File: src/rtl/cpu_boot_ctrl.sv
// Boot/load/run sequencer for the 8-bit multi-cycle core: streams an image into program memory,
// then gates the core's reset and clock enable. Define BOOT_BREAKPOINT_EN for the PC breakpoint.
module cpu_boot_ctrl #(
  parameter int unsigned ADDR_W = 8,
  parameter int unsigned CNT_W  = 16
) (
  input  logic              clk,
  input  logic              rst,
  input  logic              start_load,
  input  logic              load_valid,
  input  logic [7:0]        load_data,
  input  logic              load_last,
  output logic              load_ready,
  output logic              pgm_we,
  output logic [ADDR_W-1:0] pgm_waddr,
  output logic [7:0]        pgm_wdata,
  input  logic              run_req,
  input  logic              halt_req,
  input  logic              step_req,
  input  logic [ADDR_W-1:0] bp_addr,
  input  logic              bp_valid,
  input  logic [ADDR_W-1:0] cpu_pc,
  output logic              cpu_rst,
  output logic              cpu_clk_en,
  output logic [2:0]        state,
  output logic [ADDR_W:0]   load_count,
  output logic              load_err,
  output logic              bp_hit,
  output logic [CNT_W-1:0]  run_cycles
);

  typedef enum logic [2:0] {
    StIdle = 3'd0,
    StLoad = 3'd1,
    StRun  = 3'd2,
    StHalt = 3'd3,
    StStep = 3'd4
  } state_e;

  localparam logic [ADDR_W:0] LastPtr = {1'b0, {ADDR_W{1'b1}}};

  state_e              state_q;
  logic                cpu_rst_q;
  logic                en_q;
  logic                load_ready_q;
  logic                pgm_we_q;
  logic [ADDR_W-1:0]   pgm_waddr_q;
  logic [7:0]          pgm_wdata_q;
  logic [ADDR_W:0]     load_count_q;
  logic                load_err_q;
  logic [CNT_W-1:0]    run_cycles_q;
  logic                accept;
  logic                bp_stop;

  assign accept = load_valid & load_ready_q;

`ifdef BOOT_BREAKPOINT_EN
  logic armed_q;
  logic bp_hit_q;

  assign bp_stop = (state_q == StRun) & bp_valid & armed_q & (cpu_pc == bp_addr);
  assign bp_hit  = bp_hit_q;

  // Held low outside RUN/STEP so every entry starts disarmed; arms once the PC leaves bp_addr.
  always_ff @(posedge clk) begin
    if (rst) begin
      armed_q <= 1'b0;
    end else if (state_q != StRun && state_q != StStep) begin
      armed_q <= 1'b0;
    end else if (cpu_pc != bp_addr) begin
      armed_q <= 1'b1;
    end
  end
`else
  logic unused_bp;

  assign bp_stop   = 1'b0;
  assign bp_hit    = 1'b0;
  assign unused_bp = ^{bp_addr, bp_valid, cpu_pc};
`endif

  always_ff @(posedge clk) begin
    if (rst) begin
      state_q      <= StIdle;
      cpu_rst_q    <= 1'b0;
      en_q         <= 1'b0;
      load_ready_q <= 1'b0;
      pgm_we_q     <= 1'b0;
      pgm_waddr_q  <= '0;
      pgm_wdata_q  <= '0;
      load_count_q <= '0;
      load_err_q   <= 1'b0;
      run_cycles_q <= '0;
`ifdef BOOT_BREAKPOINT_EN
      bp_hit_q     <= 1'b0;
`endif
    end else begin
      pgm_we_q <= 1'b0;
      if (cpu_clk_en && run_cycles_q != '1) begin
        run_cycles_q <= run_cycles_q + 1'b1;
      end

      if (start_load) begin
        // Load wins over everything and may abort an accept arriving in the same cycle.
        state_q      <= StLoad;
        cpu_rst_q    <= 1'b0;
        en_q         <= 1'b0;
        load_ready_q <= 1'b1;
        load_count_q <= '0;
        load_err_q   <= 1'b0;
        run_cycles_q <= '0;
`ifdef BOOT_BREAKPOINT_EN
        bp_hit_q     <= 1'b0;
`endif
      end else begin
        unique case (state_q)
          StIdle: begin
            if (run_req) begin
              state_q   <= StRun;
              cpu_rst_q <= 1'b1;
              en_q      <= 1'b1;
`ifdef BOOT_BREAKPOINT_EN
              bp_hit_q  <= 1'b0;
`endif
            end
          end
          StLoad: begin
            if (accept) begin
              pgm_we_q     <= 1'b1;
              pgm_waddr_q  <= load_count_q[ADDR_W-1:0];
              pgm_wdata_q  <= load_data;
              load_count_q <= load_count_q + 1'b1;
              if (load_last || load_count_q == LastPtr) begin
                state_q      <= StIdle;
                load_ready_q <= 1'b0;
                load_err_q   <= ~load_last;
              end
            end
          end
          StRun: begin
            if (halt_req || bp_stop) begin
              state_q  <= StHalt;
              en_q     <= 1'b0;
`ifdef BOOT_BREAKPOINT_EN
              bp_hit_q <= bp_stop;
`endif
            end
          end
          StHalt: begin
            if (!halt_req) begin
              if (run_req) begin
                state_q  <= StRun;
                en_q     <= 1'b1;
`ifdef BOOT_BREAKPOINT_EN
                bp_hit_q <= 1'b0;
`endif
              end else if (step_req) begin
                state_q  <= StStep;
                en_q     <= 1'b1;
`ifdef BOOT_BREAKPOINT_EN
                bp_hit_q <= 1'b0;
`endif
              end
            end
          end
          StStep: begin
            state_q <= StHalt;
            en_q    <= 1'b0;
          end
          default: begin
            state_q      <= StIdle;
            cpu_rst_q    <= 1'b0;
            en_q         <= 1'b0;
            load_ready_q <= 1'b0;
          end
        endcase
      end
    end
  end

  assign cpu_clk_en = en_q & ~bp_stop;
  assign cpu_rst    = cpu_rst_q;
  assign load_ready = load_ready_q;
  assign pgm_we     = pgm_we_q;
  assign pgm_waddr  = pgm_waddr_q;
  assign pgm_wdata  = pgm_wdata_q;
  assign state      = state_q;
  assign load_count = load_count_q;
  assign load_err   = load_err_q;
  assign run_cycles = run_cycles_q;

endmodule

File: config.mk
export PLATFORM = sky130hd
export DESIGN_NAME = cpu_boot_ctrl
export DESIGN_NICKNAME = d
export VERILOG_FILES = /design/src/rtl/cpu_boot_ctrl.sv
export SDC_FILE = /design/constraint.sdc
export NUM_CORES = 1
export LEC_CHECK = 0
export ABC_CLOCK_PERIOD_IN_PS = 2400
export BUFFER_PORTS_ARGS = -buffer_cell sky130_fd_sc_hd__buf_2
export CORE_MARGIN = 3
export CORE_UTILIZATION = 48
export DETAILED_ROUTE_END_ITERATION = 10
export PLACE_DENSITY = 0.78
export SYNTH_ARGS = -nofsm -noshare
export SYNTH_HDL_FRONTEND = slang
export SYNTH_SLANG_ARGS = --single-unit
File: constraint.sdc
create_clock -name clk -period 2.4 [get_ports clk]
set_clock_uncertainty 0.15 [all_clocks]
set_input_delay 0.12 -clock clk [delete_from_list [all_inputs] [get_ports clk]]
set_output_delay 0.12 -clock clk [all_outputs]
set_load 0.02 [all_outputs]
==> results of run 1 <==
[state kept, by name, indices dropped and copies added (netlist names)]
register and flops:
cpu_clk_en 1, cpu_rst 1, load_count 9, load_err 1, load_ready 1, pgm_waddr 8, pgm_wdata 8, pgm_we 1
run_cycles 16, state 3
[layout by cell type (no fill, tap or decap), drive strengths merged, types with 3 or more instances in the layout]
master,netlist,final
xnor2,7,7
clkbuf,6,6
nand3,10,10
or3,7,7
inv,8,8
nand2,6,6
ha,3,3
a211oi,7,7
o21ai,12,12
nor4,11,11
nand2b,3,3
nor3,7,7
nand4,8,8
nor2,35,35
buf,5,66
dfxtp,49,49
nor2b,3,3
mux2i,16,16
a21oi,15,15
and4,4,4
dlygate4sd3,0,10
[worst min-delay path by stage]
stage | end | depth (start not counted)
after floorplan | load_err | 1
after global placement | load_err | 2
after detailed placement | load_err | 2
after CTS | cpu_clk_en | 3
after global routing | cpu_clk_en | 3
final | cpu_clk_en | 3
[metrics by stage]
stage | utilization, % | setup slack (ns) | power (W) | std cells
2_1_floorplan | - | 0.556 | 0.000913 | 245
3_3_place_gp | 60.2 | 0.548 | 0.000938 | 350
3_5_place_dp | 60.2 | 0.502 | 0.000940 | 350
4_1_cts | 64.9 | 0.472 | 0.00145 | 368
5_1_grt | 64.9 | 0.221 | 0.00149 | 368
6_report | 64.9 | 0.471 | 0.00143 | 368
[final cells by class]
type,count,area (µm²)
fill,371,1470
inverter,8,30.0
tap,50,62.6
timing repair buffer,76,435
clock inverter,2,13.8
clock buffer,6,82.6
multi-input combinational,177,1120
sequential,49,981
[cells by family after synthesis]
family | Yosys count | share of synthesized area, %
compound gates | 46 | 12.8
xor+xnor | 7 | 2.79
fa+ha+maj | 3 | 1.71
buf+inv | 19 | 4.38
flops | 49 | 44.6
mux | 16 | 7.28
other cells | 1 | 0.170
simple gates | 104 | 26.3
[worst max-delay path, delay by kind of cell (launching register included)]
| kind | cells | cell delay, ns |
|---|---|---|
| adders and majority gates | 1 | 0.23 |
| DFF | 1 | 0.41 |
| AOI/OAI and AO/OA | 2 | 0.34 |
| and+or+nand+nor | 2 | 0.71 |
[where the power goes]
| group | leakage [nW] | switching, W | total (W) | internal, W |
|---|---|---|---|---|
| logic | 0.630 | 0.0000587 | 0.000103 | 0.0000440 |
| clock network | 0.0512 | 0.000267 | 0.000500 | 0.000234 |
| registers | 0.396 | 0.0000109 | 0.000831 | 0.000820 |
| total | 1.08 | 0.000336 | 0.00143 | 0.00110 |
[layer usage]
layer  vias to the layer above  GRT usage, %
met2                        70          30.2
met5                         -             0
met1                       911          23.4
li1                       1037             -
met4                         0          5.84
met3                         4          4.51
==> results.txt, run 1 <==
status: completed
R2R depth: 5
CP Max Fanout: 9
CP max stage delay: 0.41 ns
unrepaired setup endpoints after global routing: no
critical path endpoint category: flop
Die Wd: 73.7 µm
number of buffers created by CTS: 5
vias per cell: 5.49
Critical Setup Path Class: reg -> reg
Hold Path Class: in -> reg
Async S/R FF share, synth: 0%
top_reg_cell synth: dfxtp_1
Worst EP arrival: 1.99 ns
Fin. Hold Viols: 0
Wirelength per Cell: 13.2 µm
Mapped Area: 2200 µm²
Startpoint Class: flop
# hold bufs at CTS: 10
highest routed layer: met4
clk slew on worst S/H paths: 0.08 ns
GRT overflow: 0
vias in the first global route: 1731
antenna diode count: 0
post-CTS sizing: 0
number of post-CTS setup repair buffers: 0
library cells used by synthesis: 44
Cells after Synth: 245
HP Start: halt_req
RR Startpoint: run_cycles[0]
Pins Over Slew Limit: 0
TritonCTS clock tree: yes
core box area: 4200 µm²
H-tree Lvls: 2
Initial Util: 52.4%
Worst setup endpoint: run_cycles[14]
routability cong.: 0.773
Worst-Margin Slew: 0.575 ns
die height: 73.7 µm
reg2reg end: run_cycles[14]
Die Footprint: 5430 µm²
clock sink count: 49
dpl cell area: 2530 µm²
IO Port Bufs: 64
Hold Slack: 0.0217 ns
DRC Markers: 0
final setup violating endpoints: 0
met3 WL post-DR: 293 µm
Area Overhead vs Synth: 24.0%
MaxCap Viol Count: 0
Starting DRT DRC Count: 82
initial antenna violation count: 0
worst-path cell chain: ha_1 > nand4_1 > nor4_2 > a31oi_1 > a211oi_1
CTS root buf: clkbuf_8
Synth top area share: 44.6%
crit path from: run_cycles[0]
IO Pins: 83
Final nets: 353
Final HPWL DP: 3350 µm
largest net degree at the start of global routing: 29
Slowest cell on crit path: dfxtp_1
Clock Latency Late Sink: 0.30 ns
FF+latch count, synth: 49
PD cells: 526 nW/µm²
final WL: 4850 µm
r2r setup slk: 0.47 ns
fraction of layout cells with a size suffix above 1: 24.8%
post-synth net total: 281
via count: 2022
met2 wire len: 2330 µm
WL met1: 2190 µm
first-pass GRT wire length: 7880 µm
std cell rows: 23
Slew HR: 61.3%
leading area contributor after synthesis: dfxtp_1
total negative slack: 0 ns
final instance area: 2730 µm²
Final min period: 1.93 ns
Required @ worst endpoint: 2.47 ns
Avg Inst Size Synth: 8.98 µm²
crit share post-route: 80.4%
clk buf depth: 2
sequential area share after synthesis: 44.6%
cell with the most instances after synthesis: dfxtp_1
Routed Antenna Nets: 0
Synth area leaders: dfxtp_1 45%, mux2i_1 7.3%, nor2_1 6.0%
first-pass iteration count of the detailed router: 4
yosys warns: 0
EDFF count, synth: 0
Leak Pwr: 1.08 nW
VDD IR-drop max: 0.314 mV
FMAX: 0.518 GHz
synth cell count leaders: 49 x dfxtp_1, 35 x nor2_1, 16 x mux2i_1, 15 x a21oi_1, 12 x o21ai_0
gr usage total: 18.3%
No activity file was read; power rests on OpenSTA's default activity.
==> run 2, diff against run 1 <==
Settings changed: ABC_CLOCK_PERIOD_IN_PS 2400 to 1620, CORE_UTILIZATION 48 to 44, PLACE_DENSITY 0.78 to 0.76.
Clock period 2.4 ns to 1.62 ns, I/O delays scaled along.
==> results.txt, run 2 (same netlist as run 1, synthesis figures left out) <==
Slowest cell on crit path: nor4_2
Final nets: 401 (+14%)
Final Non-Filler Cells: 433 (+18%)
Area Overhead vs Synth: 51.4%
Hold Path Class: in -> reg
clk slew on worst S/H paths: 0.09 ns (about the same)
VDD IR-drop max: 0.462 mV (+47%)
clock sink count: 49 (unchanged)
Hold Slack: 0.00924 ns (-0.0125 ns)
final setup violating endpoints: 6 (+6)
H-tree Lvls: 2 (unchanged)
initial antenna violation count: 0 (unchanged)
antenna diode count: 0 (unchanged)
Startpoint Class: flop
critical path endpoint category: flop
MaxCap Viol Count: 0 (unchanged)
DRC Markers: 0 (unchanged)
Placed Instances: 400 (+14%)
Routed Antenna Nets: 0 (unchanged)
Leak Pwr: 1.39 nW (+29%)
worst setup margin: -0.114 ns (-0.585 ns)
clk buf depth: 2 (unchanged)
Wirelength per Cell: 14.4 µm (+9.3%)
worst-path cell chain: buf_4 > nand3_1 > nor4_2 > buf_4 > o311ai_1 > o41ai_1
Multi-input gate area: 1250 µm² (+12%)
Clock Latency Late Sink: 0.30 ns (about the same)
Final min period: 1.73 ns (-0.195 ns)
core box area: 4790 µm² (+14%)
Largest delay share family, worst path: simple AND/OR/NAND/NOR gates
gr usage total: 19.4% (+1.1 points)
Top cell by count, worst path: buf_4
fraction of layout cells with a size suffix above 1: 45.6% (+21 points)
first-pass GRT wire length: 9550 µm (+21%)
routability cong.: 0.755 (-2.3%)
PD cells: 649 nW/µm² (+23%)
Pins Over Slew Limit: 0 (unchanged)
RR Startpoint: run_cycles[11]
CTS root buf: clkbuf_8
Initial Util: 46.0% (-6.4 points)
final WL: 6240 µm (+29%)
most frequent cells in the layout: 65 x buf_2, 43 x buf_4, 33 x nor2_1
die height: 76.7 µm (+4.1%)
unrepaired setup endpoints after global routing: yes
violated checks: setup timing
Critical Setup Path Class: reg -> reg
Die Wd: 76.7 µm (+4.1%)
vias per cell: 5.34 (-2.7%)
FMAX: 0.577 GHz (+11%)
CP Max Fanout: 5 (-4)
first-pass iteration count of the detailed router: 4 (unchanged)
commonest non-fill, non-tap cell in the layout: buf_2
fillers: 389 (+4.9%)
std cell rows: 25 (+8.7%)
IO Port Bufs: 64 (unchanged)
Die Footprint: 5880 µm² (+8.3%)
Final HPWL DP: 3890 µm (+16%)
number of buffers created by CTS: 5 (unchanged)
IO Pins: 83 (unchanged)
vias in the first global route: 2098 (+21%)
CP max stage delay: 0.40 ns (about the same)
Worst EP arrival: 1.76 ns (-0.23 ns)
status: complete, but fails checks
HP Start: run_req
crit path from: run_cycles[11]
Reg area: 1040 µm² (+5.6%)
Fin. Hold Viols: 0 (unchanged)
TritonCTS clock tree: yes
worst path bufs/invs: 2 (+2)
GRT overflow: 0 (unchanged)
total negative slack: -0.358 ns (-0.358 ns)
crit share post-route: 107% (+27 points)
via count: 2314 (+14%)
max reg flops: 16 (unchanged)
Required @ worst endpoint: 1.64 ns (-0.83 ns)
largest net degree at the start of global routing: 21 (-28%)
Starting DRT DRC Count: 80 (-2.4%)
run 2: changes by cell type in the layout (fill, tap and decap cells not counted), moves of 4 or more:
cell	change
buf_4	+41
dfxtp_4	+10
buf_6	+4
nor4_1	-5
o21ai_0	-4
dfxtp_1	-24
dfxtp_2	+14
run 2: per-layer routing:
layer	share of wire, %	global-route usage [%]	up-vias
met5	0	0	-
met2	51	35.2	64
met3	4.7	4.46	4
li1	-	-	1137
met1	44	22.9	1109
met4	0.51	4.89	0
run 2: where the power goes:
group | leakage [nW] | internal (W) | total, W | switching (W)
sequential | 0.410 | 0.00120 | 0.00121 | 0.0000140
combinational | 0.929 | 0.0000794 | 0.000178 | 0.0000984
clock | 0.0542 | 0.000386 | 0.000770 | 0.000384
run 2: timing repair:
item / 4_1_cts / 5_1_grt
gates resized for setup: 8 / 28
endpoints found under the setup margin: 10 / 21
buffers inserted: 0 / 13
hold buffers: 11 / 0
gates cloned: 0 / 1
pin swaps: 3 / 21
hold endpoints to repair: 14 / 0
run 2: worst paths after layout:
check | to | slack, ns | cells past startpoint
setup / recovery | run_cycles[8] | -0.11 | 6
hold / removal | state[1] | 0.009 | 3
setup reg to reg | run_cycles[8] | -0.11 | 6
hold reg to reg | pgm_waddr[4] | 0.34 | 2
run 2: stage by stage:
| step | power [W] | area (µm²) | util, % | worst slack, ns |
|---|---|---|---|---|
| 2_1_floorplan | 0.00135 | 2280 | - | -0.0474 |
| 3_3_place_gp | 0.00140 | 2890 | 60.4 | -0.00358 |
| 3_5_place_dp | 0.00140 | 2890 | 60.4 | -0.0474 |
| 4_1_cts | 0.00217 | 3140 | 65.7 | -0.0488 |
| 5_1_grt | 0.00225 | 3330 | 69.6 | -0.173 |
| 6_report | 0.00216 | 3330 | 69.6 | -0.114 |
run 2: final cells by class:
type	instances	share of cell area, %
inverter	8	1.01
timing repair buffer	124	24.7
tap	67	2.52
sequential	49	31.1
clock buffer	7	2.89
clock inverter	1	0.150
multi-input combinational	177	37.6
run 2: worst min-delay path, delay by kind of cell:
| family | cells | cell delay (ns) |
|---|---|---|
| AO/OA/AOI/OAI | 1 | 0.14 |
| buffers and inverters | 1 | 0.12 |
| AND/OR/NAND/NOR | 1 | 0.06 |
